$ cat config.mk
export PLATFORM = sky130hd
export DESIGN_NAME = axi3_led_slave_m
export DESIGN_NICKNAME = d
export VERILOG_FILES = /design/src/rtl/axi3_led_slave_m.sv
export SDC_FILE = /design/constraint.sdc
export NUM_CORES = 1
export LEC_CHECK = 0
export ABC_CLOCK_PERIOD_IN_PS = 9400
export CORE_MARGIN = 1.5
export CORE_UTILIZATION = 35
export DETAILED_ROUTE_END_ITERATION = 6
export GPL_TIMING_DRIVEN = 0
export SLEW_MARGIN = 10
export SYNTH_ARGS = -nofsm -noshare
export SYNTH_HDL_FRONTEND = slang
export SYNTH_SLANG_ARGS = --single-unit
$ cat constraint.sdc
create_clock -name i_clk -period 9.4 [get_ports i_clk]
set_input_delay 1.88 -clock i_clk [delete_from_list [all_inputs] [get_ports i_clk]]
set_output_delay 1.88 -clock i_clk [all_outputs]
set_load 0.1 [all_outputs]
$ cat src/rtl/axi3_led_slave_m.sv
// +----------------------------------------------------------------------------+
// | Module : axi3_led_slave_m                                                  |
// | Brief  : AXI3 slave register block (LED, scratch, cycle counter, ID word)  |
// |          terminating one PS7 GP master port; one write and one read in     |
// |          flight at a time, handled concurrently.                           |
// | Rev    : 1.0  initial release                                              |
// +----------------------------------------------------------------------------+
`default_nettype none

module axi3_led_slave_m #(
  parameter int          ID_W     = 12,
  parameter int          ADDR_W   = 32,
  parameter int          LED_W    = 8,
  parameter logic [31:0] ID_VALUE = 32'h4C454438
) (
  input  logic              i_clk,
  input  logic              i_rst,
  // write address
  input  logic              i_aw_valid,
  output logic              o_aw_ready,
  input  logic [ID_W-1:0]   i_aw_id,
  input  logic [ADDR_W-1:0] i_aw_addr,
  input  logic [3:0]        i_aw_len,
  input  logic [2:0]        i_aw_size,
  input  logic [1:0]        i_aw_burst,
  // write data
  input  logic              i_w_valid,
  output logic              o_w_ready,
  input  logic [ID_W-1:0]   i_w_id,
  input  logic [31:0]       i_w_data,
  input  logic [3:0]        i_w_strb,
  input  logic              i_w_last,
  // write response
  output logic              o_b_valid,
  input  logic              i_b_ready,
  output logic [ID_W-1:0]   o_b_id,
  output logic [1:0]        o_b_resp,
  // read address
  input  logic              i_ar_valid,
  output logic              o_ar_ready,
  input  logic [ID_W-1:0]   i_ar_id,
  input  logic [ADDR_W-1:0] i_ar_addr,
  input  logic [3:0]        i_ar_len,
  input  logic [2:0]        i_ar_size,
  input  logic [1:0]        i_ar_burst,
  // read data
  output logic              o_r_valid,
  input  logic              i_r_ready,
  output logic [ID_W-1:0]   o_r_id,
  output logic [31:0]       o_r_data,
  output logic [1:0]        o_r_resp,
  output logic              o_r_last,
  // board LEDs
  output logic [LED_W-1:0]  o_led
);

  localparam logic [1:0] c_RESP_OKAY   = 2'b00;
  localparam logic [1:0] c_RESP_SLVERR = 2'b10;
  localparam logic [1:0] c_BURST_FIXED = 2'b00;
  localparam logic [2:0] c_SIZE_WORD   = 3'd2;

  typedef enum logic [1:0] {W_IDLE, W_DATA, W_RESP} w_state_t;
  typedef enum logic       {R_IDLE, R_DATA}         r_state_t;

  // register file
  logic [LED_W-1:0] r_led;
  logic [31:0]      r_scratch;
  logic [31:0]      r_cycles;

  // write channel state
  w_state_t         r_wstate;
  logic [ID_W-1:0]  r_wid;
  logic [1:0]       r_widx;
  logic [3:0]       r_wlen;
  logic [3:0]       r_wcnt;
  logic [1:0]       r_wburst;
  logic             r_werr;
  logic             r_wro;
  logic             r_aw_ready;
  logic             r_w_ready;
  logic             r_b_valid;
  logic [1:0]       r_b_resp;

  // read channel state
  r_state_t         r_rstate;
  logic [ID_W-1:0]  r_rid;
  logic [1:0]       r_ridx;
  logic [3:0]       r_rlen;
  logic [3:0]       r_rcnt;
  logic [1:0]       r_rburst;
  logic             r_rerr;
  logic             r_ar_ready;
  logic             r_r_valid;
  logic             r_r_last;
  logic [31:0]      r_r_data;
  logic [1:0]       r_r_resp;

  logic [1:0]       w_widx_next;
  logic             w_beat_ro;
  logic             w_wlast_beat;
  logic [1:0]       w_ridx_next;
  logic [1:0]       w_rd_idx;
  logic             w_rd_err;
  logic [31:0]      w_led_ext;
  logic [31:0]      w_rd_word;
  logic [31:0]      w_scratch_new;
  logic             w_unused;

  // Address bits outside the word index and the W-channel ID carry no meaning here.
  assign w_unused = ^{i_w_id, i_aw_addr[ADDR_W-1:4], i_aw_addr[1:0],
                      i_ar_addr[ADDR_W-1:4], i_ar_addr[1:0]};

  // Word index 2 and 3 (CYCLES, ID) are read-only.
  assign w_beat_ro    = r_widx[1];
  assign w_widx_next  = (r_wburst == c_BURST_FIXED) ? r_widx : r_widx + 2'd1;
  assign w_wlast_beat = i_w_last || (r_wcnt == r_wlen);
  assign w_ridx_next  = (r_rburst == c_BURST_FIXED) ? r_ridx : r_ridx + 2'd1;

  // Beat 0 is loaded on the AR handshake, later beats on each R handshake.
  assign w_rd_idx = (r_rstate == R_IDLE) ? i_ar_addr[3:2] : w_ridx_next;
  assign w_rd_err = (r_rstate == R_IDLE) ? (i_ar_size != c_SIZE_WORD) : r_rerr;

  // Byte-strobed merge of write data into the scratch register.
  always_comb begin
    w_scratch_new = r_scratch;
    for (int b = 0; b < 4; b++) begin
      if (i_w_strb[b]) w_scratch_new[b*8 +: 8] = i_w_data[b*8 +: 8];
    end
  end

  // Read mux over the register map; LED upper bits read as zero.
  always_comb begin
    w_led_ext              = '0;
    w_led_ext[LED_W-1:0]   = r_led;
    unique case (w_rd_idx)
      2'd0:    w_rd_word = w_led_ext;
      2'd1:    w_rd_word = r_scratch;
      2'd2:    w_rd_word = r_cycles;
      default: w_rd_word = ID_VALUE;
    endcase
  end

  // Free-running cycle counter, wraps naturally.
  always_ff @(posedge i_clk or posedge i_rst) begin
    if (i_rst) r_cycles <= '0;
    else       r_cycles <= r_cycles + 32'd1;
  end

  // Write FSM together with the writable registers it owns.
  always_ff @(posedge i_clk or posedge i_rst) begin
    if (i_rst) begin
      r_wstate   <= W_IDLE;
      r_wid      <= '0;
      r_widx     <= '0;
      r_wlen     <= '0;
      r_wcnt     <= '0;
      r_wburst   <= '0;
      r_werr     <= 1'b0;
      r_wro      <= 1'b0;
      r_aw_ready <= 1'b1;
      r_w_ready  <= 1'b0;
      r_b_valid  <= 1'b0;
      r_b_resp   <= c_RESP_OKAY;
      r_led      <= '0;
      r_scratch  <= '0;
    end else begin
      unique case (r_wstate)
        W_IDLE: begin
          if (i_aw_valid) begin
            r_wid      <= i_aw_id;
            r_widx     <= i_aw_addr[3:2];
            r_wlen     <= i_aw_len;
            r_wburst   <= i_aw_burst;
            r_werr     <= (i_aw_size != c_SIZE_WORD);
            r_wro      <= 1'b0;
            r_wcnt     <= '0;
            r_aw_ready <= 1'b0;
            r_w_ready  <= 1'b1;
            r_wstate   <= W_DATA;
          end
        end
        W_DATA: begin
          if (i_w_valid) begin
            if (!r_werr) begin
              if (r_widx == 2'd0) begin
                for (int b = 0; b < LED_W; b++) begin
                  if (i_w_strb[b/8]) r_led[b] <= i_w_data[b];
                end
              end else if (r_widx == 2'd1) begin
                r_scratch <= w_scratch_new;
              end
            end
            if (w_wlast_beat) begin
              r_w_ready <= 1'b0;
              r_b_valid <= 1'b1;
              r_b_resp  <= (r_werr || r_wro || w_beat_ro) ? c_RESP_SLVERR : c_RESP_OKAY;
              r_wstate  <= W_RESP;
            end else begin
              r_wcnt <= r_wcnt + 4'd1;
              r_widx <= w_widx_next;
              r_wro  <= r_wro | w_beat_ro;
            end
          end
        end
        W_RESP: begin
          if (i_b_ready) begin
            r_b_valid  <= 1'b0;
            r_aw_ready <= 1'b1;
            r_wstate   <= W_IDLE;
          end
        end
        default: r_wstate <= W_IDLE;
      endcase
    end
  end

  // Read FSM: registers each beat's data at load time and holds it through stalls.
  always_ff @(posedge i_clk or posedge i_rst) begin
    if (i_rst) begin
      r_rstate   <= R_IDLE;
      r_rid      <= '0;
      r_ridx     <= '0;
      r_rlen     <= '0;
      r_rcnt     <= '0;
      r_rburst   <= '0;
      r_rerr     <= 1'b0;
      r_ar_ready <= 1'b1;
      r_r_valid  <= 1'b0;
      r_r_last   <= 1'b0;
      r_r_data   <= '0;
      r_r_resp   <= c_RESP_OKAY;
    end else begin
      unique case (r_rstate)
        R_IDLE: begin
          if (i_ar_valid) begin
            r_rid      <= i_ar_id;
            r_ridx     <= i_ar_addr[3:2];
            r_rlen     <= i_ar_len;
            r_rburst   <= i_ar_burst;
            r_rerr     <= w_rd_err;
            r_rcnt     <= '0;
            r_ar_ready <= 1'b0;
            r_r_valid  <= 1'b1;
            r_r_data   <= w_rd_err ? 32'd0 : w_rd_word;
            r_r_resp   <= w_rd_err ? c_RESP_SLVERR : c_RESP_OKAY;
            r_r_last   <= (i_ar_len == 4'd0);
            r_rstate   <= R_DATA;
          end
        end
        R_DATA: begin
          if (i_r_ready) begin
            if (r_r_last) begin
              r_r_valid  <= 1'b0;
              r_r_last   <= 1'b0;
              r_r_data   <= '0;
              r_r_resp   <= c_RESP_OKAY;
              r_ar_ready <= 1'b1;
              r_rstate   <= R_IDLE;
            end else begin
              r_ridx   <= w_ridx_next;
              r_rcnt   <= r_rcnt + 4'd1;
              r_r_data <= w_rd_err ? 32'd0 : w_rd_word;
              r_r_last <= ((r_rcnt + 4'd1) == r_rlen);
            end
          end
        end
        default: r_rstate <= R_IDLE;
      endcase
    end
  end

  assign o_aw_ready = r_aw_ready;
  assign o_w_ready  = r_w_ready;
  assign o_b_valid  = r_b_valid;
  assign o_b_id     = r_wid;
  assign o_b_resp   = r_b_resp;
  assign o_ar_ready = r_ar_ready;
  assign o_r_valid  = r_r_valid;
  assign o_r_id     = r_rid;
  assign o_r_data   = r_r_data;
  assign o_r_resp   = r_r_resp;
  assign o_r_last   = r_r_last;
  assign o_led      = r_led;

endmodule

`default_nettype wire

==> out/metrics.csv <==
stage;metric;value;unit
outcome;outcome;finished clean;
placed_design;port_buffers;161;
worst_setup_path;end_kind;primary output;
global_route;grt_antenna_before_repair;1;
sta;period_share;42.3;%
worst_setup_path;cp.required;7.52;ns
worst_setup_path;r2r-end;o_r_data[5];
cells_and_area;syn2layout_area_growth;36.1;%
global_route;overflow;0;
cells_and_area;fillers;1809;
worst_setup_path;rr_worst_depth;7;
worst_setup_path;worstSetupPathType;flip-flop to primary output;
synthesis;yosysWarnings;0;
floorplan;initial_core_util;35.7;%
sta;skew;0.00712;ns
route;first_pass_iters;5;
clock_tree;clk_latency;0.42;ns
min_path;worstHoldPathCells;2;
clock_tree;clk_pin_slew_worst_paths;0.06;ns
cells_and_area;num_antenna_cells;0;
floorplan;coreArea;0.0202;sq mm
synthesis;postSynthAreaPerCell;11.7;sq um
sta;fin_setup_tns;0;ns
synthesis;ys.flop_type;dfrtp_1;
worst_setup_path;cp_max_fo;3;
route;routed_via_density;4.89;
sta;max_slew_margin;27.6;%
worst_setup_path;reg2reg_slack;7.04;ns
worst_setup_path;cp_slowest_cell;clkdlybuf4s50_1;
min_path;hp-start;o_aw_ready;
synthesis;async_flop_share;100;%
clock_tree;cts.sink_count;166;
sta;finalCriticalPeriod;3.98;ns
global_route;grt_max_degree;96;
floorplan;fp.dieArea;0.0215;sq mm
worst_setup_path;crit_family;buffers and inverters;
floorplan;die_w;147;microns
route;drc;0;
power;ir_drop;0.245;mV
clock_tree;post-cts-setup-buffers;0;
global_route;grt_usage;17.2;%
cells_and_area;utilization;48.5;%
min_path;holdPathEnd;o_aw_ready;
power;leakagePower;4.40;nW
floorplan;die_h;147;microns
sta;setup_viol;0;
cells_and_area;drive_above_1_share;13.8;%
sta;tightest_slew;1.08;ns
route;via_count;5294;
worst_setup_path;cp-start-kind;flip-flop;
route;drt-total-wl;17700;microns
synthesis;synth_area;0.00722;sq mm
floorplan;placementRows;52;
synthesis;synth_seq_cells;166;
floorplan;io_pins;236;
synthesis;synth_cells;617;
synthesis;synth-edff-count;0;
route;wl_per_cell;16.4;microns
clock_tree;cts_hold_buf;0;
worst_setup_path;worstPathCellList;clkdlybuf4s50_1;
worst_setup_path;cp_data_arrival_time;2.10;ns
worst_setup_path;timing.rr.start;r_rstate;
sta;rsz0062_at_grt;false;
clock_tree;cts_root_buffer;clkbuf_16;
cells_and_area;nNetsFinal;966;
clock_tree;post_cts_resized;0;
global_route;grt_pass1_wl;29000;microns
placed_design;dp_hpwl;13000;microns
synthesis;yosysSeqAreaShare;57.6;%
clock_tree;tritoncts;yes;
min_path;min_path_type;flip-flop to flip-flop;
worst_setup_path;cpPeakStageDelay;1.14;ns
power;powerDensity;362;mW/mm^2
clock_tree;cts_max_path_buffers;2;
placed_design;gp_congestion;0.821;
sta;fmax;252;MHz
global_route;grt_pass1_vias;5689;
route;drtIter0Drc;209;
route;ant_nets;0;
clock_tree;cts_made_buffers;17;
flow_run;maxCapViolCount;0;
sta;slew_viol_final;0;
synthesis;synthDistinctLibCells;60;
sta;hold_viol;0;
worst_setup_path;cp_num_buf_inv;1;
clock_tree;htree_num_levels;4;
per-layer routing:
metal | part of all wire [%] | global-route usage [%] | wire (microns) | vias to the layer above
met5 | 0 | 0 | 0 | -
met4 | 1.4 | 4.04 | 241 | 0
met3 | 7.9 | 6.63 | 1400 | 15
met2 | 49 | 28.2 | 8630 | 148
met1 | 42 | 21.3 | 7460 | 2620
li1 | - | - | - | 2511
power by group:
| part | total, mW | internal [mW] | switching (mW) |
|---|---|---|---|
| combinational | 1.79 | 0.532 | 1.26 |
| sequential | 1.04 | 0.914 | 0.127 |
| clock | 0.727 | 0.442 | 0.285 |
worst max-delay path by stage:
stage	startpoint	endpoint	slack (ns)	cells after the start
finish	o_aw_ready	o_aw_ready	5.42	1
global route	o_ar_ready	o_ar_ready	5.38	1
detailed placement	i_w_valid	r_scratch[26]	5.23	5
CTS	o_aw_ready	o_aw_ready	5.40	1
global placement	i_rst	r_scratch[20]	0.93	2
floorplan	i_rst	o_b_id[0]	3.03	1
area by class of cell:
| cell class | count | area, sq um | area share, % |
|---|---|---|---|
| clock inverter | 10 | 144 | 1.46 |
| buffer | 23 | 123 | 1.25 |
| timing repair buffer | 162 | 1640 | 16.7 |
| inverter | 13 | 56.3 | 0.573 |
| tap | 270 | 338 | 3.44 |
| sequential | 166 | 4160 | 42.3 |
| multi-input combinational | 416 | 2890 | 29.4 |
| clock buffer | 22 | 474 | 4.83 |
cells by family (layout without fill, tap and decap cells):
group	Yosys count	count (layout)	synth area share [%]
AOI/OAI and AO/OA	80	80	8.91
xor gates and xnor gates	42	42	5.20
adders and majority gates	5	5	0.867
buffers and inverters	36	230	2.38
DFF	166	166	57.6
muxes	68	68	10.5
other	1	2	0.0520
and+or+nand+nor	219	219	14.5
Yosys cell counts, types with 7 or more instances:
cell type	number	area [sq um]
dfrtp_1	164	4100
xnor2_1	30	263
nand2_1	93	349
xor2_1	11	96.3
and2_1	18	113
a221o_1	21	210
o21ai_1	9	45.0
nand3_1	21	105
mux2_1	13	146
clkbuf_1	8	30.0
nand4_1	7	43.8
a2bb2oi_1	7	61.3
inv_1	13	48.8
o21ai_0	9	45.0
buf_2	11	55.1
nor3_1	12	60.1
mux2_2	50	563
nor2_1	38	143
through the flow:
step,hold WS (ns),cell area [sq um],total power [mW],setup WS (ns),instances
final,0.468,9820,3.56,5.42,1082
after global routing,0.482,9820,3.73,5.38,1082
after CTS,0.470,9820,3.60,5.40,1082
after detailed placement,0.461,9210,2.86,5.23,1050
after global placement,0.451,9170,2.82,0.927,1049
after floorplan,0.443,7220,2.39,3.03,618
registers in the layout, summed over array words and instances, names as in the netlist, 4 cells and up:
signal     cells
r_scratch     32
r_cycles      32
r_wcnt         4
o_r_id        12
r_rcnt         4
o_led          8
o_r_data      32
o_b_id        12
r_wlen         4
r_rlen         4
cell usage in the layout (no fill, tap or decap), types with 13 or more instances in the layout:
master / synthesis / final
nor2_1: 38 / 38
mux2_2: 50 / 50
clkdlybuf4s50_1: 0 / 161
xnor2_1: 30 / 30
clkbuf_16: 0 / 17
a221o_1: 21 / 21
and2_1: 18 / 18
nand2_1: 93 / 93
mux2_1: 13 / 13
dfrtp_1: 164 / 164
nand3_1: 21 / 21
worst min-delay path: cells and delay by family, from the launching register on:
| kind | cells | cell delay [ns] |
|---|---|---|
| AND/OR/NAND/NOR | 2 | 0.09 |
| flip-flops | 1 | 0.38 |
No activity file was read; power rests on OpenSTA's default activity.
